File: src/rtl/axi4lite_pkg.sv
// Shared AXI4-Lite constants and the bridge state encoding.
// Imported by the CPU-to-AXI bridge and the interconnect.
package axi4lite_pkg;

  localparam logic [1:0] RESP_OKAY   = 2'b00;
  localparam logic [1:0] RESP_EXOKAY = 2'b01;
  localparam logic [1:0] RESP_SLVERR = 2'b10;
  localparam logic [1:0] RESP_DECERR = 2'b11;

  localparam int PROT_PRIV  = 0;
  localparam int PROT_NSEC  = 1;
  localparam int PROT_INSTR = 2;

  typedef enum logic [2:0] {
    IDLE  = 3'd0,
    WADDR = 3'd1,
    WRESP = 3'd2,
    RADDR = 3'd3,
    RDATA = 3'd4,
    DONE  = 3'd5,
    DRAIN = 3'd6
  } state_t;

  // Secure, unprivileged; only the instruction bit varies.
  function automatic logic [2:0] mk_prot(input logic instr);
    logic [2:0] p;
    p = 3'b000;
    p[PROT_INSTR] = instr;
    return p;
  endfunction

endpackage

File: src/rtl/mem_to_axi4lite_master.sv
// CPU native memory bus to AXI4-Lite master bridge.
// One outstanding transaction, with timeout and post-timeout drain.
module mem_to_axi4lite_master
  import axi4lite_pkg::*;
#(
  parameter int unsigned ADDR_WIDTH     = 32,
  parameter int unsigned TIMEOUT_CYCLES = 1024,
  parameter logic [31:0] ERR_RDATA      = 32'hDEAD_BEEF
) (
  input  logic                  clk,
  input  logic                  resetn,
  input  logic                  mem_valid,
  input  logic                  mem_instr,
  input  logic [ADDR_WIDTH-1:0] mem_addr,
  input  logic [31:0]           mem_wdata,
  input  logic [3:0]            mem_wstrb,
  output logic                  mem_ready,
  output logic [31:0]           mem_rdata,
  output logic                  bus_err,
  output logic                  m_axi_awvalid,
  input  logic                  m_axi_awready,
  output logic [ADDR_WIDTH-1:0] m_axi_awaddr,
  output logic [2:0]            m_axi_awprot,
  output logic                  m_axi_wvalid,
  input  logic                  m_axi_wready,
  output logic [31:0]           m_axi_wdata,
  output logic [3:0]            m_axi_wstrb,
  input  logic                  m_axi_bvalid,
  output logic                  m_axi_bready,
  output logic                  m_axi_arvalid,
  input  logic                  m_axi_arready,
  output logic [ADDR_WIDTH-1:0] m_axi_araddr,
  output logic [2:0]            m_axi_arprot,
  input  logic                  m_axi_rvalid,
  output logic                  m_axi_rready,
  input  logic [31:0]           m_axi_rdata,
  input  logic [1:0]            m_axi_rresp
);

  localparam logic TO_EN = (TIMEOUT_CYCLES != 0);
  localparam int TW = TO_EN ? $clog2(TIMEOUT_CYCLES + 1) : 1;
  localparam logic [TW-1:0] T_MAX = TW'(TIMEOUT_CYCLES);
  localparam logic [TW-1:0] T_LAST =
    TW'(TO_EN ? TIMEOUT_CYCLES - 1 : 0);

  state_t        state;
  state_t        dr_phase;
  state_t        phase;
  state_t        nxt;
  logic          draining;
  logic          err;
  logic          adv;
  logic          expired;
  logic [TW-1:0] timer;

  // During a drain the bus phase continues while state sits in DONE/DRAIN.
  always_comb begin
    phase = draining ? dr_phase : state;
    adv   = 1'b0;
    nxt   = IDLE;
    case (phase)
      WADDR: begin
        adv = (!m_axi_awvalid || m_axi_awready) &&
              (!m_axi_wvalid  || m_axi_wready);
        nxt = WRESP;
      end
      WRESP: begin
        adv = m_axi_bvalid && m_axi_bready;
        nxt = DONE;
      end
      RADDR: begin
        adv = m_axi_arvalid && m_axi_arready;
        nxt = RDATA;
      end
      RDATA: begin
        adv = m_axi_rvalid && m_axi_rready;
        nxt = DONE;
      end
      default: ;
    endcase
  end

  assign expired = TO_EN && (timer >= T_LAST);

  always_ff @(posedge clk or negedge resetn) begin
    if (!resetn) begin
      state         <= IDLE;
      dr_phase      <= IDLE;
      draining      <= 1'b0;
      err           <= 1'b0;
      timer         <= '0;
      mem_ready     <= 1'b0;
      mem_rdata     <= '0;
      bus_err       <= 1'b0;
      m_axi_awvalid <= 1'b0;
      m_axi_awaddr  <= '0;
      m_axi_awprot  <= '0;
      m_axi_wvalid  <= 1'b0;
      m_axi_wdata   <= '0;
      m_axi_wstrb   <= '0;
      m_axi_bready  <= 1'b0;
      m_axi_arvalid <= 1'b0;
      m_axi_araddr  <= '0;
      m_axi_arprot  <= '0;
      m_axi_rready  <= 1'b0;
    end else begin
      mem_ready <= 1'b0;
      bus_err   <= 1'b0;

      if (m_axi_awvalid && m_axi_awready) m_axi_awvalid <= 1'b0;
      if (m_axi_wvalid && m_axi_wready)   m_axi_wvalid  <= 1'b0;
      if (m_axi_arvalid && m_axi_arready) m_axi_arvalid <= 1'b0;
      if (m_axi_bvalid && m_axi_bready)   m_axi_bready  <= 1'b0;
      if (m_axi_rvalid && m_axi_rready)   m_axi_rready  <= 1'b0;

      if (adv) begin
        if (phase == WADDR) m_axi_bready <= 1'b1;
        if (phase == RADDR) m_axi_rready <= 1'b1;
        if (phase == RDATA && !draining) begin
          err       <= (m_axi_rresp != RESP_OKAY);
          mem_rdata <= (m_axi_rresp != RESP_OKAY) ?
                       ERR_RDATA : m_axi_rdata;
        end
        if (draining) dr_phase <= (nxt == DONE) ? IDLE : nxt;
      end

      case (state)
        IDLE: begin
          timer <= '0;
          err   <= 1'b0;
          if (mem_valid && !mem_ready) begin
            m_axi_awaddr <= mem_addr;
            m_axi_araddr <= mem_addr;
            m_axi_awprot <= mk_prot(mem_instr);
            m_axi_arprot <= mk_prot(mem_instr);
            m_axi_wdata  <= mem_wdata;
            m_axi_wstrb  <= mem_wstrb;
            if (|mem_wstrb) begin
              m_axi_awvalid <= 1'b1;
              m_axi_wvalid  <= 1'b1;
              state         <= WADDR;
            end else begin
              m_axi_arvalid <= 1'b1;
              state         <= RADDR;
            end
          end
        end
        WADDR, WRESP, RADDR, RDATA: begin
          if (timer != T_MAX) timer <= timer + TW'(1);
          if (adv) begin
            state <= nxt;
          end else if (expired) begin
            state     <= DONE;
            draining  <= 1'b1;
            dr_phase  <= state;
            mem_rdata <= ERR_RDATA;
            err       <= 1'b1;
          end
        end
        DONE: begin
          mem_ready <= 1'b1;
          bus_err   <= err;
          state     <= draining ? DRAIN : IDLE;
        end
        DRAIN: begin
          if (dr_phase == IDLE) begin
            draining <= 1'b0;
            state    <= IDLE;
          end
        end
        default: state <= IDLE;
      endcase
    end
  end

endmodule

File: config.mk
export PLATFORM = sky130hd
export DESIGN_NAME = mem_to_axi4lite_master
export DESIGN_NICKNAME = d
export VERILOG_FILES = /design/src/rtl/axi4lite_pkg.sv /design/src/rtl/mem_to_axi4lite_master.sv
export SDC_FILE = /design/constraint.sdc
export NUM_CORES = 1
export LEC_CHECK = 0
export CORE_MARGIN = 5
export CORE_UTILIZATION = 45
export CTS_CLUSTER_DIAMETER = 200
export DETAILED_ROUTE_END_ITERATION = 10
export PLACE_DENSITY_LB_ADDON = 0.2
export SETUP_SLACK_MARGIN = 0.4
export SKIP_LAST_GASP = 1
export SYNTH_ARGS = -nofsm -noshare
export SYNTH_HDL_FRONTEND = slang
export SYNTH_SLANG_ARGS = --single-unit
File: constraint.sdc
create_clock -name clk -period 4.9 [get_ports clk]
set_input_delay 0.98 -clock clk [delete_from_list [all_inputs] [get_ports clk]]
set_output_delay 0.98 -clock clk [all_outputs]
set_load 0.05 [all_outputs]
# [Word-level counts from Yosys, hierarchy flattened]
# Cells that the tools add are included.
[op_classes] div_mod_pow=0 n_shift=0 reduce_logical=26 eq_ne=18 n_lt_le_gt_ge=1 n_bitwise=0 muxes=53 addsub=1 n_mul=0
[op_table] cell="2-to-1 mux 32 bit" count=6
[op_table] cell="2-to-1 mux 3 bit" count=12
[op_table] cell="2-to-1 mux 1 bit" count=27
[op_table] cell="one-hot mux 11 bit (2 select lines)" count=1
[op_table] cell="equality test 3 bit (second input constant)" count=5
[op_table] cell="equality test 3 x 2 -> 1 bit (second input constant)" count=4
[op_table] cell="one-hot mux 3 bit (4 select lines)" count=1
[op_table] cell="adder 11 x 1 -> 11 bit (second input constant)" count=1
[op_table] cell=">= comparator 11 x 10 -> 1 bit (second input constant)" count=1
[op_table] cell="2-to-1 mux 11 bit" count=1
[op_table] cell="inequality test 11 bit (second input constant)" count=1
[op_table] cell="inequality test 2 bit (second input constant)" count=5
[op_table] cell="one-hot mux 3 bit (3 select lines)" count=1
[op_table] cell="logical AND 1 bit" count=8
[op_table] cell="OR reduction 4 bit" count=2
[op_table] cell="equality test 3 x 1 -> 1 bit (second input constant)" count=2
[op_table] cell="zero test 3 bit" count=2
[op_table] cell="nonzero test 2 bit" count=3
[op_table] cell="zero test 1 bit" count=4
[op_table] cell="one-hot mux 1 bit (2 select lines)" count=2
[op_table] cell="one-hot mux 1 bit (4 select lines)" count=1
[op_table] cell="AND reduction 2 bit" count=2
[op_table] cell="AND reduction 4 bit" count=1
[op_table] cell="inequality test 3 bit (second input constant)" count=1
[op_table] cell="4 further kinds" count=5
[word_totals] output_inout_bits=145 rom_bits=0 ramBits=0 regBits=127 memories=0 latchBits=0

# [Depth between registers and ports, before layout]
# Gate-level depths: netlist of run 1.
[depth] word_depth=11 depth_mapped=9 ltp_nobuf=7

# [Worst setup path after synthesis of run 1]
# Ideal clock, no wire load.
[synth_timing] path_kind="input-to-reg" start="input port m_axi_awready" end="register state[0]" t_required_ps=4772 path_stages=6 arrival_time_ps=2088 setup_slack_ps=2684 path_buffers=0 cell_sequence="nand2b_1 > and3_1 > a32oi_2 > nand3b_1 > o21a_1 > mux2_1"
[synth_via] elab_chain_len=5 elab_cells_between_ends=7 classes_between="eq/ne: 1; mux: 3; reduce/logical: 3"
[synth_rtl] item="start, declared" line="mem_to_axi4lite_master.sv:21" source="input logic m_axi_awready,"
[synth_rtl] item="logical OR 1 bit *" line="mem_to_axi4lite_master.sv:63" source="adv = (!m_axi_awvalid || m_axi_awready) &&"
[synth_rtl] item="logical AND 1 bit *" line="mem_to_axi4lite_master.sv:63"
[synth_rtl] item="one-hot mux 1 bit (4 select lines) *" line="mem_to_axi4lite_master.sv:61" source="case (phase)"
[synth_rtl] item="2-to-1 mux 3 bit / inequality test 3 bit (equally long branches)"
[synth_rtl] item="one-hot mux 3 bit (4 select lines) / AND reduction 3 bit (equally long branches)"
[synth_rtl] item="end signal, assigned" line="mem_to_axi4lite_master.sv:151" source="state <= nxt;"
[synth_rtl] item="end signal, assigned" line="mem_to_axi4lite_master.sv:163" source="state <= draining ? DRAIN : IDLE;"
[synth_rtl] item="end, declared" line="mem_to_axi4lite_master.sv:46" source="state_t state;"
# Every way passes the cells marked *; elsewhere a longest branch is shown, timed or not.
# A chain may end at the register's enable or synchronous reset.

# [Final worst setup path of run 1]
[layout_timing] start="input port m_axi_rvalid" end="register mem_rdata[5]"
[layout_via] elab_chain_len=6
[layout_rtl] item="start, declared" line="mem_to_axi4lite_master.sv:34" source="input logic m_axi_rvalid,"
[layout_rtl] item="logical AND 1 bit *" line="mem_to_axi4lite_master.sv:76" source="adv = m_axi_rvalid && m_axi_rready;"
[layout_rtl] item="one-hot mux 1 bit (4 select lines) *" line="mem_to_axi4lite_master.sv:61"
[layout_rtl] item="2-to-1 mux 32 bit" line="mem_to_axi4lite_master.sv:116" source="if (adv) begin"
[layout_rtl] item="2-to-1 mux 32 bit" line="mem_to_axi4lite_master.sv:152" source="end else if (expired) begin"
[layout_rtl] item="2-to-1 mux 32 bit" line="mem_to_axi4lite_master.sv:150" source="if (adv) begin"
[layout_rtl] item="2-to-1 mux 32 bit *" line="mem_to_axi4lite_master.sv:127" source="case (state)"
[layout_rtl] item="end signal, assigned" line="mem_to_axi4lite_master.sv:121" source="mem_rdata <= (m_axi_rresp != RESP_OKAY) ?"
[layout_rtl] item="end, declared" line="mem_to_axi4lite_master.sv:18" source="output logic [31:0] mem_rdata,"
# Marks and branches as above.

==> metrics.yaml, run 1 <==
fin_nets: 825
min_path_type: "flip-flop to flip-flop"
crit_path_end: "mem_rdata[5]"
irDropWorstVdd_mv: 0.212
final_max_slew_viol_count: 0
drt_iter0_drc: 373
synth-async-reset-ratio_pct: 100
start_kind: "input pin"
antenna_found_initial: 0
cp.arrival_ps: 3240
cts_hold_buf: 0
reg2reg_depth: 5
synthesis.instances: 504
max_freq_mhz: 332
coreArea_um2: 12600
cts.sinks: 127
worst-setup-path-type: "input pin to flip-flop"
diodes: 0
syn_avg_cell_area_um2: 11.4
rows: 41
r2r_start: "state[2]"
synth_compound_area_share_pct: 9.63
place_hpwl_um: 11600
clk_latency_ps: 410
clkTransAtPathRegs_ps: 60
routed_wl_um: 16200
wl_met3_um: 2070
synth_largest_area_cell: "dfrtp_1"
cpLargestDelayFamily: "simple AND/OR/NAND/NOR gates"
netlist.area_leader.share_pct: 55.3
min_from: "m_axi_wdata[20]"
tritoncts: "yes"
dr_wl_met2_um: 7670
critical_path_peak_fanout: 34
crit_start: "m_axi_rvalid"
cts_max_level: 4
grt_setup_unrepaired: "false"
num_vias: 4707
dieArea_um2: 15100
drt-met1-wl_um: 6280
yosysWarnings: 0
reg2reg_slack_ps: 1950
drtAntennaViolNets: 0
wl_per_cell_um: 18.1
syn_to_final_growth_pct: 53.0
clockBufferDepth: 2
synth-simple-area-share_pct: 11.2
die_w_um: 123
synthMuxAreaShare_pct: 15.1
netlist_top_cells_area: "dfrtp_1 55%, mux2_2 14%, buf_4 4.8%, o21ai_0 2.9%, nor3_1 2.6%"
power.total_mw: 2.64
finalCritPeriodShare_pct: 61.5
vias_per_cell: 5.25
ys_seq_area_share_pct: 55.3
cts_resized: 0
worst_path_max_delay_cell: "nand3_1"
place.gp.congestion: 0.811
skew_ps: 5.72
highest_layer: "met4"
grt_pass1_vias: 4815
power.density_nw_per_um2: 301
cp_slowest_stage_delay_ps: 900
ys_seq_elements: 127
crit_chain: "clkdlybuf4s50_1, and2_1, nand3_1, nor3_1, o21ai_0"
ios: 256
synthFlopType: "dfrtp_1"
grt_pass1_wl_um: 25000
synthXorXnorAreaFrac_pct: 0.153
hold_violations: 0
drt-pass1-iter-count: 4
period_minus_slack_ps: 3010
track_usage_pct: 21.4
port_buffers: 251
crit_buf_inv: 1
tightest_slew_ps: 1290
cp-end-kind: "flip-flop"
status: "completed"
cts_root_buf: "clkbuf_16"
fin_util_pct: 69.9
synth_edf_count: 0
drive_gt1_share_pct: 16.0
start_util_pct: 45.7
die_h_um: 123
fillCellCount: 929
synth_top_family_by_area: "multiplexers"
grt_overflow: 0
setup_viol: 0
synth-adder-area-share_pct: 0.784
timing.rr.end: "mem_rdata[5]"
drv_cap: 0
drc: 0
grt_max_degree: 73
syn_area_um2: 5740
p_leak_nw: 3.93
cts_buffers: 17
maxSlewHeadroom_pct: 13.7
synthDistinctLibCells: 49
worstSetupPathDepth: 5
setup_tns_ps: 0
worstPathRequired_ps: 5130
postCtsSetupBuffers: 0
-- power breakdown --
group                  switching, mW  internal [mW]  total [mW]
registers      0.0000000000000000272           1.05        1.05
clock network                  0.445           1.02        1.47
logic                         0.0460         0.0787       0.125
-- synth_stat cells (4+ instances only) --
master    number
o21ai_0       33
nand2_1       21
nor3_1        30
nand3_1       12
a31oi_1        8
a41oi_1        5
mux2_2        70
clkbuf_1      24
dfrtp_1      127
nor2_1        38
and3_1        10
buf_4         37
inv_1          6
o21a_1         4
a21oi_1       25
-- area by class of cell --
cell class	instances	area [um^2]	share of cell area (%)
multi-input cells	306	2140	24.4
repair buffers	253	2520	28.7
well taps	172	215	2.45
inverters	7	26.3	0.299
clock buffers	23	498	5.67
clock inverters	9	201	2.29
flip-flops and latches	127	3180	36.2
-- cell usage in the layout, fill, tap and decap left out, types with 6 or more instances in the layout --
| master | n |
|---|---|
| nand3_1 | 12 |
| mux2_2 | 70 |
| inv_1 | 6 |
| clkbuf_16 | 17 |
| a21oi_1 | 25 |
| nor2_1 | 38 |
| o21ai_0 | 33 |
| clkdlybuf4s50_1 | 250 |
| nor3_1 | 30 |
| a31oi_1 | 8 |
| nand2_1 | 20 |
| and3_1 | 10 |
| dfrtp_1 | 127 |
| bufinv_16 | 6 |
-- state kept, by name (all words and copies together) (netlist names) --
register,flops
m_axi_wvalid,1
m_axi_wdata,32
timer,11
m_axi_awprot,1
m_axi_wstrb,4
dr_phase,3
draining,1
err,1
mem_rdata,32
mem_ready,1
m_axi_araddr,32
m_axi_arvalid,1
m_axi_bready,1
bus_err,1
m_axi_awvalid,1
m_axi_rready,1
state,3
-- kinds of logic (layout without fill, tap and decap cells) --
group	after synthesis	count (layout)
AO/OA/AOI/OAI	89	89
XOR/XNOR	1	1
adder cells (fa/ha/maj)	4	4
buffers and inverters	74	292
flip-flops	127	127
multiplexers	76	76
other	1	4
AND/OR/NAND/NOR	132	132
-- worst min-delay path by stage --
| stage | endpoint | slack, ps | cells after the start |
|---|---|---|---|
| final | m_axi_wdata[20] | 500 | 1 |
| after floorplan | bus_err | 480 | 1 |
| after global placement | m_axi_wdata[5] | 490 | 1 |
| after CTS | m_axi_wdata[6] | 510 | 1 |
| after global routing | m_axi_wdata[6] | 520 | 1 |
| after detailed placement | m_axi_wdata[0] | 490 | 1 |
-- stage by stage --
step / hold WS (ps) / instances / setup slack, ps / instance area (um^2)
CTS: 505 / 897 / 1920 / 8780
global placement: 486 / 865 / 1640 / 8090
floorplan: 484 / 507 / 2680 / 5750
finish: 502 / 897 / 1890 / 8780
global route: 524 / 897 / 1680 / 8780
detailed placement: 493 / 865 / 1480 / 8090
-- per-layer routing --
layer	GRT usage, %	vias up
met2	34.3	249
li1	-	2154
met5	0	-
met3	10.5	19
met1	25.5	2285
met4	6.64	0
Note: power is estimated with default switching activity, not from simulation.
==> inputs of run 2 (changes only) <==
--- a/config.mk
+++ b/config.mk
@@ -6,7 +6,7 @@
 export NUM_CORES = 1
 export LEC_CHECK = 0
 export CORE_MARGIN = 5
-export CORE_UTILIZATION = 45
+export CORE_UTILIZATION = 38
 export CTS_CLUSTER_DIAMETER = 200
 export DETAILED_ROUTE_END_ITERATION = 10
 export PLACE_DENSITY_LB_ADDON = 0.2
==> constraint.sdc (replaced) <==
create_clock -name clk -period 2.7 [get_ports clk]
set_input_delay 0.54 -clock clk [delete_from_list [all_inputs] [get_ports clk]]
set_output_delay 0.54 -clock clk [all_outputs]
set_load 0.05 [all_outputs]
==> metrics.yaml, run 2 (synthesis gave the netlist of run 1 again) <==
status: "completed"
cts_buffers: 17
worst-setup-path-type: "flip-flop to primary output"
wl_met3_um: 1550
fin_util_pct: 58.8
worst_path_max_delay_cell: "clkdlybuf4s50_1"
drt-met1-wl_um: 6610
track_usage_pct: 18.1
p_seq_share_pct: 42.4
setup_tns_ps: 0
port_buffers: 251
final_max_slew_viol_count: 0
drt-pass1-iter-count: 5
setup_viol: 0
place_hpwl_um: 12100
ios: 256
clockBufferDepth: 2
start_util_pct: 38.2
vias_per_cell: 5.11
die_h_um: 133
crit_chain: "clkdlybuf4s50_1"
postCtsSetupBuffers: 0
fin_nets: 834
drc: 0
antenna_found_initial: 0
grt_overflow: 0
pwr-share-clk_pct: 52.5
min_path_type: "flip-flop to flip-flop"
power.internal_mw: 3.59
cts.sinks: 127
start_kind: "flip-flop"
cpLargestDelayFamily: "buffers and inverters"
cts_root_buf: "clkbuf_16"
grt_max_degree: 76
cp-end-kind: "primary output"
diodes: 0
grt_setup_unrepaired: "false"
drv_cap: 0
period_minus_slack_ps: 2190
cp_slowest_stage_delay_ps: 840
critical_path_peak_fanout: 3
irDropWorstVdd_mv: 0.391
wl_per_cell_um: 17.8
tightest_slew_ps: 666
clkTransAtPathRegs_ps: 60
coreArea_um2: 15000
worstPathRequired_ps: 2160
switching_share_pct: 20.0
rows: 45
grt_pass1_vias: 4776
die_w_um: 133
crit_buf_inv: 1
dieArea_um2: 17700
num_vias: 4715
dr_wl_met2_um: 8000
cp.arrival_ps: 1650
place.gp.congestion: 0.890
switchingPower_mw: 0.896
skew_ps: 7.12
final_common_cell: "clkdlybuf4s50_1"
power.total_mw: 4.49
p_leak_nw: 3.94
hold_ws_ps: 503
power.density_nw_per_um2: 508
dpl_cell_area_um2: 8190
drtAntennaViolNets: 0
maxSlewHeadroom_pct: 55.4
drt_iter0_drc: 277
grt_pass1_wl_um: 25800
cts_max_level: 4
hold_violations: 0
fin_area_um2: 8830
tritoncts: "yes"
finalNonFillerCells: 922
top_regs: "m_axi_araddr x32, m_axi_wdata x32, mem_rdata x32"
finalCritPeriodShare_pct: 81.2
combPwrFrac_pct: 5.1
fin_ws_ps: 508
clk_latency_ps: 410
placedCellCount: 889
routed_wl_um: 16400
highest_layer: "met4"
final_cell_mix: "250 x clkdlybuf4s50_1, 125 x dfrtp_1, 70 x mux2_2, 38 x nor2_1, 33 x o21ai_0"
drive_gt1_share_pct: 17.2
dp_slack_ps: 360
syn_to_final_growth_pct: 53.8
max_freq_mhz: 456
[run 2: layer usage]
layer,global-route usage [%],vias to the layer above
met5,0,-
met4,5.54,0
met3,6.96,22
met2,29.5,220
met1,22.4,2297
li1,-,2176
[run 2: path summary, 6_finish.rpt]
kind                                  startpoint                to  slack, ps  cells past startpoint
worst min-delay path              m_axi_wdata[7]    m_axi_wdata[7]        500                      1
max in group asynchronous                 resetn    m_axi_wdata[8]       1370                      3
worst max register to register          draining       dr_phase[0]        520                      6
worst min register to register    m_axi_wdata[7]    m_axi_wdata[7]        500                      1
min in group asynchronous                 resetn     mem_rdata[20]        540                      2
worst max-delay path            m_axi_araddr[22]  m_axi_araddr[22]        510                      1
[run 2: worst register-to-register path, delay by kind of cell, from the launching register on]
family,cells,cell delay [ps]
AND/OR/NAND/NOR,2,670
buffers and inverters,1,200
flip-flops,1,470
AO/OA/AOI/OAI,2,330
multiplexers,1,410
[run 2: what timing repair did]
item / CTS / global route
setup endpoints to repair: 0 / 23
hold buffers: 1 / 0
endpoints found under the hold margin: 7 / 0
resized for setup: 0 / 4
[run 2: area by class of cell]
| cell class | count | area (um^2) |
|---|---|---|
| clock inverter | 10 | 134 |
| clock buffer | 22 | 484 |
| sequential | 127 | 3180 |
| fill | 1230 | 6200 |
| multi-input combinational | 306 | 2150 |
| tap | 188 | 235 |
| timing repair buffer | 262 | 2620 |
| inverter | 7 | 26.3 |
[run 2: power by group through the flow]
| stage | sequential [mW] | combinational, mW | clock (mW) |
|---|---|---|---|
| 3_5_place_dp | 1.94 | 0.231 | 0 |
| 6_report | 1.90 | 0.230 | 2.36 |
| 4_1_cts | 1.90 | 0.234 | 2.41 |
| 3_3_place_gp | 1.94 | 0.229 | 0 |
| 5_1_grt | 1.90 | 0.249 | 2.51 |
| 2_1_floorplan | 1.94 | 0.0275 | 0 |
==> inputs of run 3 (changes only) <==
==> constraint.sdc (replaced) <==
create_clock -name clk -period 1.9 [get_ports clk]
set_input_delay 0.38 -clock clk [delete_from_list [all_inputs] [get_ports clk]]
set_output_delay 0.38 -clock clk [all_outputs]
set_load 0.05 [all_outputs]
==> metrics.yaml, run 3 (synthesis gave the netlist of run 1 again) <==
status: "finished, violations left"
violations: "negative setup slack"
cts_root_buf: "clkbuf_16"
fin_nets: 871
reg2reg_slack_ps: -160
worst-setup-path-type: "flip-flop to flip-flop"
critical_path_peak_fanout: 5
power.density_nw_per_um2: 731
grt_setup_unrepaired: "true"
clk_latency_ps: 420
port_buffers: 251
fin_ws_ps: -160
die_h_um: 133
start_util_pct: 38.2
r2r_start: "draining"
timing.rr.end: "dr_phase[0]"
grt_pass1_vias: 5106
grt_max_degree: 66
finalCritPeriodShare_pct: 108
place.gp.congestion: 0.887
drtAntennaViolNets: 0
hold_ws_ps: 389
clkTransAtPathRegs_ps: 60
coreArea_um2: 15000
wl_per_cell_um: 17.9
setup_tns_ps: -2650
top_regs: "m_axi_araddr x32, m_axi_wdata x32, mem_rdata x32"
reg2reg_depth: 9
dieArea_um2: 17700
vias_per_cell: 5.05
fin_util_pct: 59.2
setup_viol: 36
place_hpwl_um: 12500
track_usage_pct: 19.4
cts.sinks: 127
antenna_found_initial: 0
irDropWorstVdd_mv: 0.638
drv_cap: 0
rows: 45
final_cell_mix: "134 x buf_4, 123 x dfrtp_1, 109 x clkdlybuf4s50_1, 70 x mux2_2, 46 x buf_2"
period_minus_slack_ps: 2060
p_leak_nw: 4.49
start_kind: "flip-flop"
drive_gt1_share_pct: 41.9
cp-end-kind: "flip-flop"
diodes: 0
max_freq_mhz: 485
hold_violations: 0
min_path_type: "input pin to async pin"
cp.arrival_ps: 2360
die_w_um: 133
drt_iter0_drc: 231
cts_buffers: 17
dp_slack_ps: -285
cts_max_level: 4
drt-pass1-iter-count: 5
final_common_cell: "buf_4"
skew_ps: 10.6
drc: 0
clockBufferDepth: 2
tritoncts: "yes"
syn_to_final_growth_pct: 54.9
worstPathRequired_ps: 2200
routed_wl_um: 17200
grt_pass1_wl_um: 27300
grt_overflow: 0
final_max_slew_viol_count: 0
num_vias: 4844
ios: 256
==> run 3: changes by cell type in the layout (fill, tap and decap cells not counted), sizes merged <==
cell	previous run	this run
inv	7	8
clkinv	5	6
clkdlybuf4s50	250	109
bufbuf	0	1
buf	11	188
bufinv	3	4
clkbuf	22	19
==> run 3: how the worst max path moves through the flow <==
stage	start	endpoint	slack, ps	cells past startpoint
floorplan	draining	dr_phase[0]	40	8
global placement	m_axi_arready	dr_phase[0]	-250	9
detailed placement	m_axi_arready	state[1]	-280	7
CTS	draining	state[1]	-110	7
global route	draining	dr_phase[0]	-220	9
finish	draining	dr_phase[0]	-160	9
==> run 3: through the flow <==
stage,instance area [um^2],std cells,power [mW]
3_3_place_gp,8290,918,3.09
4_1_cts,8870,958,6.59
6_report,8900,959,6.51
5_1_grt,8900,959,6.75
2_1_floorplan,5910,507,2.79
3_5_place_dp,8290,918,3.10
==> run 3: worst max-delay path: stages, from the launching register on <==
cell and delay (ps):
dfrtp_2 410, buf_12 130, mux2i_4 350, and3_4 250
a32oi_4 100, buf_4 160, a21boi_1 140, buf_4 170
nor2_1 40, a22o_1 180
==> run 3: layer usage <==
| metal | share of wire [%] | up-vias | routed length [um] | global-route usage [%] |
|---|---|---|---|---|
| li1 | - | 2255 | - | - |
| met1 | 39 | 2322 | 6640 | 22.8 |
| met3 | 9.1 | 47 | 1560 | 7.57 |
| met2 | 49 | 220 | 8380 | 31.3 |
| met4 | 3.4 | 0 | 585 | 9.47 |
| met5 | 0 | - | 0 | 0 |
==> run 3: final cells by class <==
type / count / area [um^2]
Multi-Input combinational cell: 306 / 2280
Fill cell: 1236 / 6130
Tap cell: 188 / 235
Sequential cell: 127 / 3180
Inverter: 7 / 26.3
Clock inverter: 13 / 185
Timing Repair Buffer: 299 / 2540
Clock buffer: 19 / 453
==> run 3: repair_timing <==
| action | CTS | global route |
|---|---|---|
| pin swaps | 2 | 0 |
| gates resized for setup | 249 | 2 |
| endpoints found under the hold margin | 17 | 0 |
| hold buffers | 1 | 0 |
| setup endpoints to repair | 170 | 123 |
| cloned | 2 | 0 |
| buffers inserted | 5 | 1 |
==> run 3: power by group <==
part	switching (mW)	internal, mW	leakage [nW]	total (mW)
registers	0.0000000000000000809	2.71	1.74	2.71
logic	0.123	0.218	2.44	0.340
clock network	1.20	2.26	0.309	3.46
total	1.32	5.19	4.49	6.51
